### config.mk
export PLATFORM = sky130hd
export DESIGN_NAME = hdmi_video_framer
export DESIGN_NICKNAME = d
export VERILOG_FILES = /design/src/rtl/hdmi_pkg.sv /design/src/rtl/hdmi_delay_line.sv /design/src/rtl/hdmi_video_framer.sv
export SDC_FILE = /design/constraint.sdc
export NUM_CORES = 1
export LEC_CHECK = 0
export CORE_ASPECT_RATIO = 0.75
export CORE_MARGIN = 2
export CORE_UTILIZATION = 62
export DETAILED_ROUTE_END_ITERATION = 6
export PLACE_DENSITY = 0.79
export SETUP_SLACK_MARGIN = 0.4
export SLEW_MARGIN = 25
export SYNTH_ARGS = -nofsm -noshare
export SYNTH_HDL_FRONTEND = slang
export SYNTH_HIERARCHICAL = 1
export SYNTH_SLANG_ARGS = --single-unit
### constraint.sdc
create_clock -name clk_i -period 1.9 [get_ports clk_i]
set_clock_uncertainty 0.05 [all_clocks]
set_input_delay 0.38 -clock clk_i [delete_from_list [all_inputs] [get_ports clk_i]]
set_output_delay 0.38 -clock clk_i [all_outputs]
set_load 0.03 [all_outputs]
### src/rtl/hdmi_pkg.sv
// hdmi_pkg: types and constants shared by the HDMI video framer and its delay line.
package hdmi_pkg;

  typedef enum logic [1:0] {
    CTRL,
    PREAMBLE,
    GUARD,
    VIDEO
  } framer_state_t;

  // CTL3..CTL0 during the video data period preamble
  localparam logic [3:0] CTL_VIDEO_PREAMBLE = 4'b0001;

  localparam int unsigned CH_B = 0;
  localparam int unsigned CH_G = 1;
  localparam int unsigned CH_R = 2;

  typedef struct packed {
    logic        de;
    logic        hsync;
    logic        vsync;
    logic [23:0] px;
  } framer_beat_t;

endpackage

### src/rtl/hdmi_delay_line.sv
// hdmi_delay_line: fixed-depth shift register with synchronous clear.
module hdmi_delay_line #(
  parameter int unsigned WIDTH = 27,
  parameter int unsigned DEPTH = 10
) (
  input  logic             i_clk,
  input  logic             i_rst,
  input  logic [WIDTH-1:0] i_data,
  output logic [WIDTH-1:0] o_data
);

  logic [WIDTH-1:0] r_stage [DEPTH];

  always_ff @(posedge i_clk) begin
    if (i_rst) begin
      for (int unsigned i = 0; i < DEPTH; i++) r_stage[i] <= '0;
    end else begin
      r_stage[0] <= i_data;
      for (int unsigned i = 1; i < DEPTH; i++) r_stage[i] <= r_stage[i-1];
    end
  end

  assign o_data = r_stage[DEPTH-1];

endmodule

### src/rtl/hdmi_video_framer.sv
// hdmi_video_framer: delays timing/RGB and inserts the HDMI video preamble and leading guard band.
// Build option HDMI_FRAMER_DVI_MODE_EN: DVI output (no preamble, no guard band, no short-blank flag).
module hdmi_video_framer
  import hdmi_pkg::*;
#(
  parameter int unsigned PREAMBLE_LEN = 8,
  parameter int unsigned GB_LEN       = 2
) (
  input  logic        clk_i,
  input  logic        rst_i,
  input  logic [23:0] px_data_i,
  input  logic        de_i,
  input  logic        hsync_i,
  input  logic        vsync_i,
  output logic [23:0] px_data_o,
  output logic        px_data_val_o,
  output logic        gb_o,
  output logic [2:0]  ctl_0_o,
  output logic [2:0]  ctl_1_o,
  output logic        err_short_blank_o
);

  localparam int unsigned LAT = PREAMBLE_LEN + GB_LEN + 1;
  localparam int unsigned CW  = $clog2(LAT);

  framer_beat_t  w_beat_in;
  framer_beat_t  w_dly;
  framer_state_t w_state_nxt;
  logic          w_short;

  logic [23:0]   r_px;
  logic          r_val;
  logic          r_gb;
  logic [2:0]    r_ctl_0;
  logic [2:0]    r_ctl_1;
  logic          r_err;

  assign w_beat_in = '{de: de_i, hsync: hsync_i, vsync: vsync_i, px: px_data_i};

  hdmi_delay_line #(
    .WIDTH ($bits(framer_beat_t)),
    .DEPTH (LAT - 1)
  ) u_dly (
    .i_clk  (clk_i),
    .i_rst  (rst_i),
    .i_data (w_beat_in),
    .o_data (w_dly)
  );

`ifdef HDMI_FRAMER_DVI_MODE_EN
  always_comb begin
    w_state_nxt = w_dly.de ? VIDEO : CTRL;
    w_short     = 1'b0;
  end
`else
  // Window position: LAT on the edge cycle itself, else the counter value.
  // Positions above GB_LEN+1 are preamble, 2..GB_LEN+1 guard band.
  localparam logic [CW:0]   POS_EDGE   = (CW+1)'(LAT);
  localparam logic [CW:0]   POS_GB_TOP = (CW+1)'(GB_LEN + 1);
  localparam logic [CW:0]   POS_WIN_LO = (CW+1)'(2);
  localparam logic [CW-1:0] CNT_LOAD   = CW'(LAT - 1);

  logic          r_de_prev;
  logic [CW-1:0] r_win_cnt;
  logic          w_edge;
  logic [CW:0]   w_pos;
  logic          w_in_win;
  logic          w_in_pre;

  always_comb begin
    w_edge   = de_i & ~r_de_prev;
    w_pos    = w_edge ? POS_EDGE : {1'b0, r_win_cnt};
    w_in_win = (w_pos >= POS_WIN_LO);
    w_in_pre = (w_pos > POS_GB_TOP);
    w_short  = (w_edge && (r_win_cnt != '0)) || (w_dly.de && w_in_win);
    if (w_dly.de)      w_state_nxt = VIDEO;
    else if (w_in_pre) w_state_nxt = PREAMBLE;
    else if (w_in_win) w_state_nxt = GUARD;
    else               w_state_nxt = CTRL;
  end

  always_ff @(posedge clk_i) begin
    if (rst_i) begin
      r_de_prev <= 1'b0;
      r_win_cnt <= '0;
    end else begin
      r_de_prev <= de_i;
      if (w_edge)                r_win_cnt <= CNT_LOAD;
      else if (r_win_cnt != '0)  r_win_cnt <= r_win_cnt - CW'(1);
    end
  end
`endif

  always_ff @(posedge clk_i) begin
    if (rst_i) begin
      r_px    <= '0;
      r_val   <= 1'b0;
      r_gb    <= 1'b0;
      r_ctl_0 <= '0;
      r_ctl_1 <= '0;
      r_err   <= 1'b0;
    end else begin
      r_px    <= '0;
      r_val   <= 1'b0;
      r_gb    <= 1'b0;
      r_ctl_0 <= {2'b00, w_dly.hsync};
      r_ctl_1 <= {2'b00, w_dly.vsync};
      r_err   <= r_err | w_short;
      unique case (w_state_nxt)
        VIDEO: begin
          r_px  <= w_dly.px;
          r_val <= 1'b1;
        end
        GUARD: r_gb <= 1'b1;
        PREAMBLE: begin
          r_ctl_0[CH_G] <= CTL_VIDEO_PREAMBLE[0];
          r_ctl_1[CH_G] <= CTL_VIDEO_PREAMBLE[1];
          r_ctl_0[CH_R] <= CTL_VIDEO_PREAMBLE[2];
          r_ctl_1[CH_R] <= CTL_VIDEO_PREAMBLE[3];
        end
        default: ;
      endcase
    end
  end

  assign px_data_o         = r_px;
  assign px_data_val_o     = r_val;
  assign gb_o              = r_gb;
  assign ctl_0_o           = r_ctl_0;
  assign ctl_1_o           = r_ctl_1;
  assign err_short_blank_o = r_err;

endmodule

==> results of run 1 <==
==> layout make-up <==
cell class / instances / area (um^2) / share of cell area, %
well taps: 205 / 256 / 2.40
flip-flops and latches: 305 / 6110 / 57.2
clock buffers: 37 / 793 / 7.43
repair buffers: 64 / 533 / 4.99
multi-input cells: 321 / 2830 / 26.5
clock inverters: 11 / 165 / 1.55
==> metal layers <==
metal	routed length (um)	up-vias	global-route usage, %
met5	0	-	0
met4	275	0	4.23
met3	576	24	3.81
met2	4520	89	21.0
met1	4990	1676	17.2
li1	-	2109	-
==> worst register-to-register path, stage by stage, from the launching register on <==
cell and delay [ns]:
dfxtp_1 0.36, or4_1 0.57, a21oi_1 0.22, a21oi_1 0.11
==> timing repair <==
| item | 4_1_cts | 5_1_grt |
|---|---|---|
| pin swaps | 0 | 0 |
| cloned | 0 | 0 |
| resized for setup | 150 | 2 |
| endpoints found under the setup margin | 30 | 1 |
==> logic make-up (layout without fill, tap and decap cells) <==
logic type | Yosys count | in the layout | share of synthesized area (%)
simple gates | 309 | 309 | 28.9
compound gates | 9 | 9 | 0.536
buf+inv | 64 | 112 | 6.81
flops | 305 | 305 | 63.7
other cells | 1 | 3 | 0.0391
==> cells in the final DEF, fill, tap and decap left out <==
cell,synthesis,routed
a211oi_1,1,1
a21oi_1,5,5
and2_1,24,24
and2b_1,1,1
buf_12,13,4
buf_2,7,29
buf_4,30,3
buf_8,1,1
bufinv_16,0,4
clkbuf_1,4,2
clkbuf_16,0,27
clkbuf_8,0,8
clkdlybuf4s50_1,0,27
clkinv_2,0,3
clkinvlp_4,0,4
conb_1,1,3
dfxtp_1,305,305
nand3b_1,1,1
nor2_1,2,2
nor2b_1,74,74
nor2b_2,135,135
nor2b_4,65,65
nor3_1,3,3
nor4b_2,1,1
o21ai_0,2,2
o41ai_1,1,1
or3_1,1,1
or4_1,1,1
or4b_1,1,1
==> stage by stage <==
| step | cells | setup slack, ns | power, W |
|---|---|---|---|
| final | 943 | 0.450 | 0.0125 |
| after global routing | 943 | 0.412 | 0.0129 |
| after global placement | 895 | 0.287 | 0.00702 |
| after detailed placement | 895 | 0.211 | 0.00703 |
| after CTS | 943 | 0.407 | 0.0126 |
| after floorplan | 690 | 0.658 | 0.00700 |
==> worst max path at each step <==
stage	slack, ns	end	startpoint	cells after the start
3_5_place_dp	0.21	r_win_cnt[1]	de_i	5
4_1_cts	0.41	err_short_blank_o	err_short_blank_o	1
5_1_grt	0.41	px_data_o[8]	px_data_o[8]	1
6_report	0.45	err_short_blank_o	r_win_cnt[1]	3
3_3_place_gp	0.29	r_win_cnt[1]	de_i	5
2_1_floorplan	0.66	err_short_blank_o	r_win_cnt[1]	3
==> state kept, by name (all words and copies together) (netlist names) <==
| signal | flops |
|---|---|
| ctl_1_o | 1 |
| ctl_0_o | 2 |
| px_data_o | 24 |
| r_win_cnt | 4 |
| gb_o | 1 |
| r_de_prev | 1 |
| err_short_blank_o | 1 |
| u_dly/r_stage | 270 |
| px_data_val_o | 1 |
==> report_power, final <==
group | internal [W] | total [W] | leakage, nW | switching (W)
logic | 0.000158 | 0.000362 | 1.07 | 0.000203
registers | 0.00650 | 0.00653 | 2.47 | 0.0000312
clock network | 0.00345 | 0.00561 | 0.461 | 0.00215
total | 0.0101 | 0.0125 | 4.01 | 0.00239
==> impl_results.md, run 1 <==
- CTS root buf: clkbuf_16
- Max_slew headroom: 57.2%
- Max-slew violation count: 0
- CTS tree: done
- Clk pin slew, worst setup/hold paths: 0.06 ns
- WHS: 0.139 ns
- Final net count: 747
- Worst-Skew Late Latency: 0.51 ns
- TritonCTS buffer count: 26
- Crit-path cells: or4_1, a21oi_1, a21oi_1
- CP max-delay cell: or4_1
- Placed cell area: 9870 um^2
- Largest area contributor in the synthesized netlist: dfxtp_1
- Yosys warns: 6
- Post-synth top cells: dfxtp_1 (305), nor2b_2 (135), nor2b_1 (74)
- First-pass GRT wire length: 18.2 mm
- CP top delay family: simple AND/OR/NAND/NOR gates
- Initial Utilization: 63.1%
- CP max FO: 7
- Maxcap violations: 0
- # DRC: 0
- R2R Setup Slk: 0.45 ns
- Initial antenna violation count: 0
- Fillers: 990
- IO Pins: 62
- Min Tclk post-route: 1.45 ns
- Mapped cell area: 9580 um^2
- Vias in the first global route: 3949
- Area share of the largest cell type after synthesis: 63.7%
- DR vias: 3898
- RSZ-0062 raised after global routing: false
- Cell with the most instances on the worst path: a21oi_1
- CP max stage delay: 0.57 ns
- Max clock buf depth: 3
- Num rows: 39
- Fmax: 0.690 GHz
- Register bit total from synthesis: 305
- Worst Setup Start Kind: register
- Hold EP: u_dly/r_stage[0][269]
- Final core area utilization: 70.4%
- Pleak: 4.01 nW
- Pwr/cell area: 1170 nW/um^2
- WP buf/inv: 0
- DR WL/cell: 11.0 um
- Total GRT Usage: 13.1%
- Post-route clock period utilization: 76.3%
- Die H: 112 um
- Dpl hpwl: 5.18 mm
- Total grt overflow: 0
- I/O Buffers: 58
- Chip Width: 148 um
- Unique masters post-synth: 24
- DRT Pass-1 Iters: 4
- Clock Sinks: 305
- Final hold vios: 0
- HP Class: input port to register
- Crit. End Element: register
- Wirelength, routed: 10.4 mm
- RD Place Congestion: 0.665
- Data arrival, critical path: 1.77 ns
- Post-CTS Setup Inserts: 0
- Die Area: 16500 um^2
- Crit Reg-Reg Startpoint: r_win_cnt[1]
- Area delta synth->final: 11.5%
- Seq/Total Area, Yosys: 63.7%
- Hold bufs inserted after CTS: 0
- Async S/R FF share, synth: 0%
- Critical path required time: 2.22 ns
- FF-to-FF End: err_short_blank_o
- Outcome: complete, no violations
- Post-route cell area: 10700 um^2
- Routed Antenna Nets: 0
- Reg2Reg Depth: 3
- Post-synth EDFFs: 0
- Endpoints failing setup: 0
- Setup_tns: 0 ns
- Area contributors post-synth: dfxtp_1 (64%), nor2b_2 (12%), nor2b_4 (9.3%)
- Largest net degree at the start of global routing: 111
- Setup CP Type: register to register
- Peak VDD IR: 646 uV
- Hold path depth: 2
- Most common cell in the netlist: dfxtp_1
- Core area: 15200 um^2
- Worst-Margin Slew: 0.642 ns
- Syn avg cell area: 13.9 um^2
- Share of cells above drive strength 1: 38.5%
- Most used DFF post-synth: dfxtp_1
- N_diodes: 0
- Syn Inst Count: 688
- Htree depth: 1
- Vias per Instance: 4.13
- DRT iter0 DRCs: 133
- Hold Crit Start: rst_i
Note: power is estimated with default switching activity, not from simulation.
==> run 2, diff against run 1 <==
CORE_UTILIZATION = 52   (was 62)
PLACE_DENSITY = 0.7   (was 0.79)
clock period = 1.3 ns   (was 1.9 ns; I/O delays follow)
==> impl_results.md, run 2 (synthesis gave the netlist of run 1 again) <==
- Endpoints failing setup: 1 (was 0)
- Vias in the first global route: 3849 (was 3949)
- WHS: 0.0868 ns (was 0.139 ns)
- CTS tree: done (unchanged)
- N_diodes: 0 (unchanged)
- Combinational power share: 3.7% (was 2.9%)
- Data arrival, critical path: 0.99 ns (was 1.77 ns)
- Placed cell area: 10000 um^2 (was 9870 um^2)
- Hold EP: r_win_cnt[1] (was u_dly/r_stage[0][269])
- TritonCTS buffer count: 27 (was 26)
- Most frequent cells in the layout: dfxtp_1 (271), nor2b_2 (136), nor2b_1 (73), nor2b_4 (65) (was dfxtp_1 (305), nor2b_2 (135), nor2b_1 (74), nor2b_4 (65), buf_2 (29))
- Final net count: 770 (was 747)
- Fillers: 1345 (was 990)
- Vias per Instance: 3.93 (was 4.13)
- Area delta synth->final: 18.0% (was 11.5%)
- Pwr/cell area: 1550 nW/um^2 (was 1170 nW/um^2)
- CTS root buf: clkbuf_16 (unchanged)
- Critical path required time: 0.99 ns (was 2.22 ns)
- CP top delay family: flip-flops (was simple AND/OR/NAND/NOR gates)
- Peak VDD IR: 724 uV (was 646 uV)
- Num rows: 42 (was 39)
- RSZ-0062 raised after global routing: true (was false)
- Most common cell after layout, fill and taps aside: dfxtp_1 (unchanged)
- Die Area: 19500 um^2 (was 16500 um^2)
- Post-route clock period utilization: 100%
- Worst Setup Start Kind: register (unchanged)
- Worst-Skew Late Latency: 0.52 ns (was 0.51 ns)
- FF-to-FF End: err_short_blank_o (unchanged)
- Switch share: 20.0% (was 19.1%)
- # DRC: 0 (unchanged)
- Initial antenna violation count: 0 (unchanged)
- Die H: 122 um (was 112 um)
- DRT iter0 DRCs: 122 (was 133)
- GR Util met2: 15.9% (was 21.0%)
- Chip Width: 161 um (was 148 um)
- PnR Total Power: 0.0175 W (was 0.0125 W)
- RD Place Congestion: 0.660 (was 0.665)
- Met1 usage: 16.0% (was 17.2%)
- Reg2Reg Depth: 3 (unchanged)
- DR vias: 3938 (was 3898)
- Clk pin slew, worst setup/hold paths: 0.06 ns (about the same)
- Total grt overflow: 0 (unchanged)
- Routed Antenna Nets: 0 (unchanged)
- Crit. End Element: output pin (was register)
- Internal power: 0.0140 W (was 0.0101 W)
- IO Pins: 62 (unchanged)
- Dpl hpwl: 5.58 mm (was 5.18 mm)
- Core area: 17900 um^2 (was 15200 um^2)
- NetSw: 0.00350 W (was 0.00239 W)
- CP max-delay cell: dfxtp_2 (was or4_1)
- CP max stage delay: 0.35 ns (was 0.57 ns)
- Crit Reg-Reg Startpoint: r_win_cnt[0] (was r_win_cnt[1])
- Outcome: finished, violations left (was complete, no violations)
- Final hold vios: 0 (unchanged)
- Failing checks: negative setup slack
- HP Class: input port to register (unchanged)
- Final core area utilization: 63.3% (was 70.4%)
- DR WL/cell: 10.6 um (was 11.0 um)
- Hold Crit Start: rst_i (unchanged)
- Share of cells above drive strength 1: 48.7% (was 38.5%)
- M3 GR Usage: 2.89% (was 3.81%)
- Total GRT Usage: 11.0% (was 13.1%)
- Setup CP Type: register to output pin (was register to register)
- CP max FO: 2 (was 7)
- Top reg by flops: u_dly/r_stage (unchanged)
- Maxcap violations: 0 (unchanged)
- Pleak: 4.20 nW (was 4.01 nW)
- Crit-path cells: buf_6 (was or4_1, a21oi_1, a21oi_1)
- Clock Sinks: 305 (unchanged)
- Initial Utilization: 53.6% (was 63.1%)
- R2R Setup Slk: 0.05 ns (was 0.45 ns)
- Fmax: 0.768 GHz
- Max clock buf depth: 3 (unchanged)
- Post-route cell area: 11300 um^2 (was 10700 um^2)
- DRT Pass-1 Iters: 4 (unchanged)
- First-pass GRT wire length: 18.1 mm (was 18.2 mm)
- GR peak layer: met1 (was met2)
- Clk pwr share: 41.9% (was 44.9%)
- Max-slew violation count: 0 (unchanged)
- Max reg flops: 270 (unchanged)
- Sequential power share: 54.4% (was 52.2%)
- Htree depth: 1 (unchanged)
- Setup ws final: -0.00280 ns (was 0.450 ns)
- Min Tclk post-route: 1.30 ns
- I/O Buffers: 58 (unchanged)
- Largest net degree at the start of global routing: 57 (was 111)
- WP buf/inv: 1 (was 0)
- Wirelength, routed: 10.6 mm (was 10.4 mm)
- Hold path depth: 3 (was 2)
[run 2: cell types whose count changed in the layout (fill, tap and decap cells not counted), moves of 4 or more]
cell | before | now
clkbuf_1 | 2 | 9
dfxtp_2 | 0 | 34
buf_2 | 29 | 0
dfxtp_1 | 305 | 271
and2_4 | 0 | 23
bufinv_16 | 4 | 0
buf_12 | 4 | 13
buf_4 | 3 | 8
buf_6 | 0 | 34
and2_1 | 24 | 1
[run 2: power groups by stage]
stage               sequential (W)  combinational, W  clock [W]
finish                     0.00954          0.000646    0.00736
global route               0.00954          0.000697    0.00793
CTS                        0.00954          0.000619    0.00751
detailed placement         0.00974          0.000596          0
global placement           0.00974          0.000578          0
floorplan                  0.00975          0.000492          0
[run 2: metrics by stage]
stage / worst slack [ns] / TNS, ns / cells
floorplan: 0.0857 / 0 / 690
global placement: -0.120 / -0.439 / 943
detailed placement: -0.231 / -0.914 / 943
CTS: -0.0244 / -0.0244 / 998
global route: -0.0295 / -0.135 / 1002
finish: -0.00280 / -0.00280 / 1002
[run 2: routing by layer]
layer,share of wire [%],vias to the layer above
li1,-,2157
met1,53,1668
met2,39,85
met3,4.9,28
met4,3.0,0
met5,0,-
[run 2: worst reg2reg max path, delay by kind of cell (launching register included)]
family | cells | cell delay (ns)
compound gates | 2 | 0.21
flops | 1 | 0.32
simple gates | 1 | 0.54
[run 2: worst max path at each step]
stage	cells past startpoint	slack, ns	startpoint	end
5_1_grt	1	-0.03	err_short_blank_o	err_short_blank_o
6_report	1	-0.003	err_short_blank_o	err_short_blank_o
2_1_floorplan	3	0.09	r_win_cnt[2]	err_short_blank_o
3_5_place_dp	5	-0.23	de_i	err_short_blank_o
4_1_cts	1	-0.02	err_short_blank_o	err_short_blank_o
3_3_place_gp	5	-0.12	de_i	err_short_blank_o
[run 2: cell type report]
type	count	area, um^2	share of cell area (%)
tap	242	303	2.68
sequential	305	6150	54.4
clock buffer	43	806	7.13
timing repair buffer	86	1070	9.47
multi-input combinational	321	2950	26.1
clock inverter	5	31.3	0.277
[run 2: what timing repair did]
action	CTS	global route
pin swaps	3	9
setup buffers	4	4
resized for setup	104	17
hold buffers	0	0
cloned	3	0
setup endpoints to repair	61	61
==> RTL change, RTL diff (settings of run 2) <==
Add a define of `HDMI_FRAMER_DVI_MODE_EN`.
--- a/src/rtl/hdmi_video_framer.sv
+++ b/src/rtl/hdmi_video_framer.sv
@@ -2,2 +2,4 @@
 // Build option HDMI_FRAMER_DVI_MODE_EN: DVI output (no preamble, no guard band, no short-blank flag).
+`define HDMI_FRAMER_DVI_MODE_EN
+
 module hdmi_video_framer
Function: changed (Yosys sat finds a counterexample within 4 cycles, from zero or initial values and one cycle with rst_i high).
==> RTL change against run 2 <==
Count of clock-buffer cells in the layout fell by 9; wire length fell by 7.7%; core utilization fell by 1.0 points; highest routed layer unchanged; cell count fell by 3.3%; maximum frequency rose by 2.1%; synthesized cell count fell by 3.8%; combinational power fell by 11%; sequential cell count fell by 8; area after synthesis fell by 1.9%; worst setup slack improved by 0.026 ns; total power rose by 4.4%; cell area fell by 2.7%.
==> RTL change: results (changes against run 2) <==
metric	value	unit	change
# port buffers	55		was 58
routed wire length	9770	um	was 10600 um
layout cells sized above 1	45.5	%	was 48.7%
worst vdd ir	0.00108	V	was 0.000724 V
largest net degree at the start of global routing	62		was 57
Placer Congestion	0.664		was 0.660
Total GRT Usage	10.6	%	was 11.0%
Worst Setup SP	px_data_o[21]		was err_short_blank_o
status	finished, final reports clean		was complete, but fails checks
max incr delay on CP	0.33	ns	was 0.35 ns
final-layout fill cell count	1358		was 1345
Sw Pwr	3390	uW	was 3500 uW
min-delay worst type	input port to flop		unchanged
DRT iter0 DRCs	92		was 122
Adder-Cell Fraction of Synth Area	0	%	unchanged
reg2reg path depth	1		was 3
compound-cell area share of the yosys netlist	0	%	was 0.536%
Vias/cell	3.92		was 3.93
wire length of the first global-routing pass	17400	um	was 18100 um
Detail Placement HPWL	5440	um	was 5580 um
drt pass-1 iters	3		was 4
post-place setup slack	0.205	ns	was -0.231 ns
final net count	736		was 770
crit-path max FO	1		was 2
post-synth cell types	13		was 24
Worst EP arrival	0.97	ns	was 0.99 ns
max reg flops	270		unchanged
Num CTS Buffers	26		was 27
FF-to-FF setup slack	0.52	ns	was 0.05 ns
# hold bufs at CTS	1		was 0
vias in the first global route	3833		was 3849
static leakage	0.00420	uW	about the same
postcts setup bufs	0		was 4
FMAX	0.783	GHz	was 0.768 GHz
reg2reg start	u_dly/r_stage[0][269]		was r_win_cnt[0]
most common library cells after synthesis	297 x dfxtp_1, 135 x nor2b_2, 73 x nor2b_1, 65 x nor2b_4, 33 x buf_4		was 305 x dfxtp_1, 135 x nor2b_2, 74 x nor2b_1, 65 x nor2b_4, 30 x buf_4
placed instance area	0.00986	mm^2	was 0.0100 mm^2
Worst setup endpoint	px_data_o[21]		was err_short_blank_o
largest cells by area after synthesis	dfxtp_1 63%, nor2b_2 13%, nor2b_4 9.5%		was dfxtp_1 64%, nor2b_2 12%, nor2b_4 9.3%
Seq/Total Area, Yosys	63.3	%	was 63.7%
cts repair resizes	55		was 104
[RTL change: routing by layer]
metal,track usage (%),vias up,part of all wire [%]
met4,3.92,0,3.3
met5,0,-,0
li1,-,2052,-
met3,2.98,27,5.3
met1,14.8,1631,51
met2,15.8,84,40
[RTL change: logic make-up (layout without fill, tap and decap cells)]
logic type,count (synthesis),after routing
other,1,6
flip-flops,297,297
AND/OR/NAND/NOR,297,297
buffers and inverters,67,127
[RTL change: worst min-delay path by stage]
| stage | startpoint | to | slack [ns] | cells after the start |
|---|---|---|---|---|
| 2_1_floorplan | px_data_i[0] | u_dly/r_stage[0][0] | 0.34 | 1 |
| 3_3_place_gp | u_dly/r_stage[0][16] | u_dly/r_stage[0][43] | 0.37 | 1 |
| 3_5_place_dp | u_dly/r_stage[0][21] | u_dly/r_stage[0][48] | 0.37 | 1 |
| 4_1_cts | rst_i | px_data_o[23] | 0.07 | 2 |
| 5_1_grt | rst_i | px_data_o[23] | 0.1 | 2 |
| 6_report | rst_i | px_data_o[23] | 0.11 | 2 |
[RTL change: power groups by stage]
stage	registers (uW)	logic, uW	clock network, uW
final	9260	575	8480
after global routing	9260	621	9080
after CTS	9260	585	8700
after detailed placement	9460	577	0
after global placement	9460	563	0
after floorplan	9450	483	0
[RTL change: final cells by class]
cell class	count	area [um^2]	area share [%]
timing repair buffer	79	950	8.63
tap	242	303	2.75
clock buffer	34	742	6.75
multi-input combinational	303	2780	25.2
sequential	297	5980	54.4
clock inverter	14	245	2.23
[RTL change: per-stage QoR]
step                power (uW)  hold slack (ns)  instances
CTS                      18500           0.0718        969
global route             19000           0.0981        969
detailed placement       10000            0.371        920
floorplan                 9930            0.338        667
finish                   18300            0.108        969
global placement         10000            0.371        920
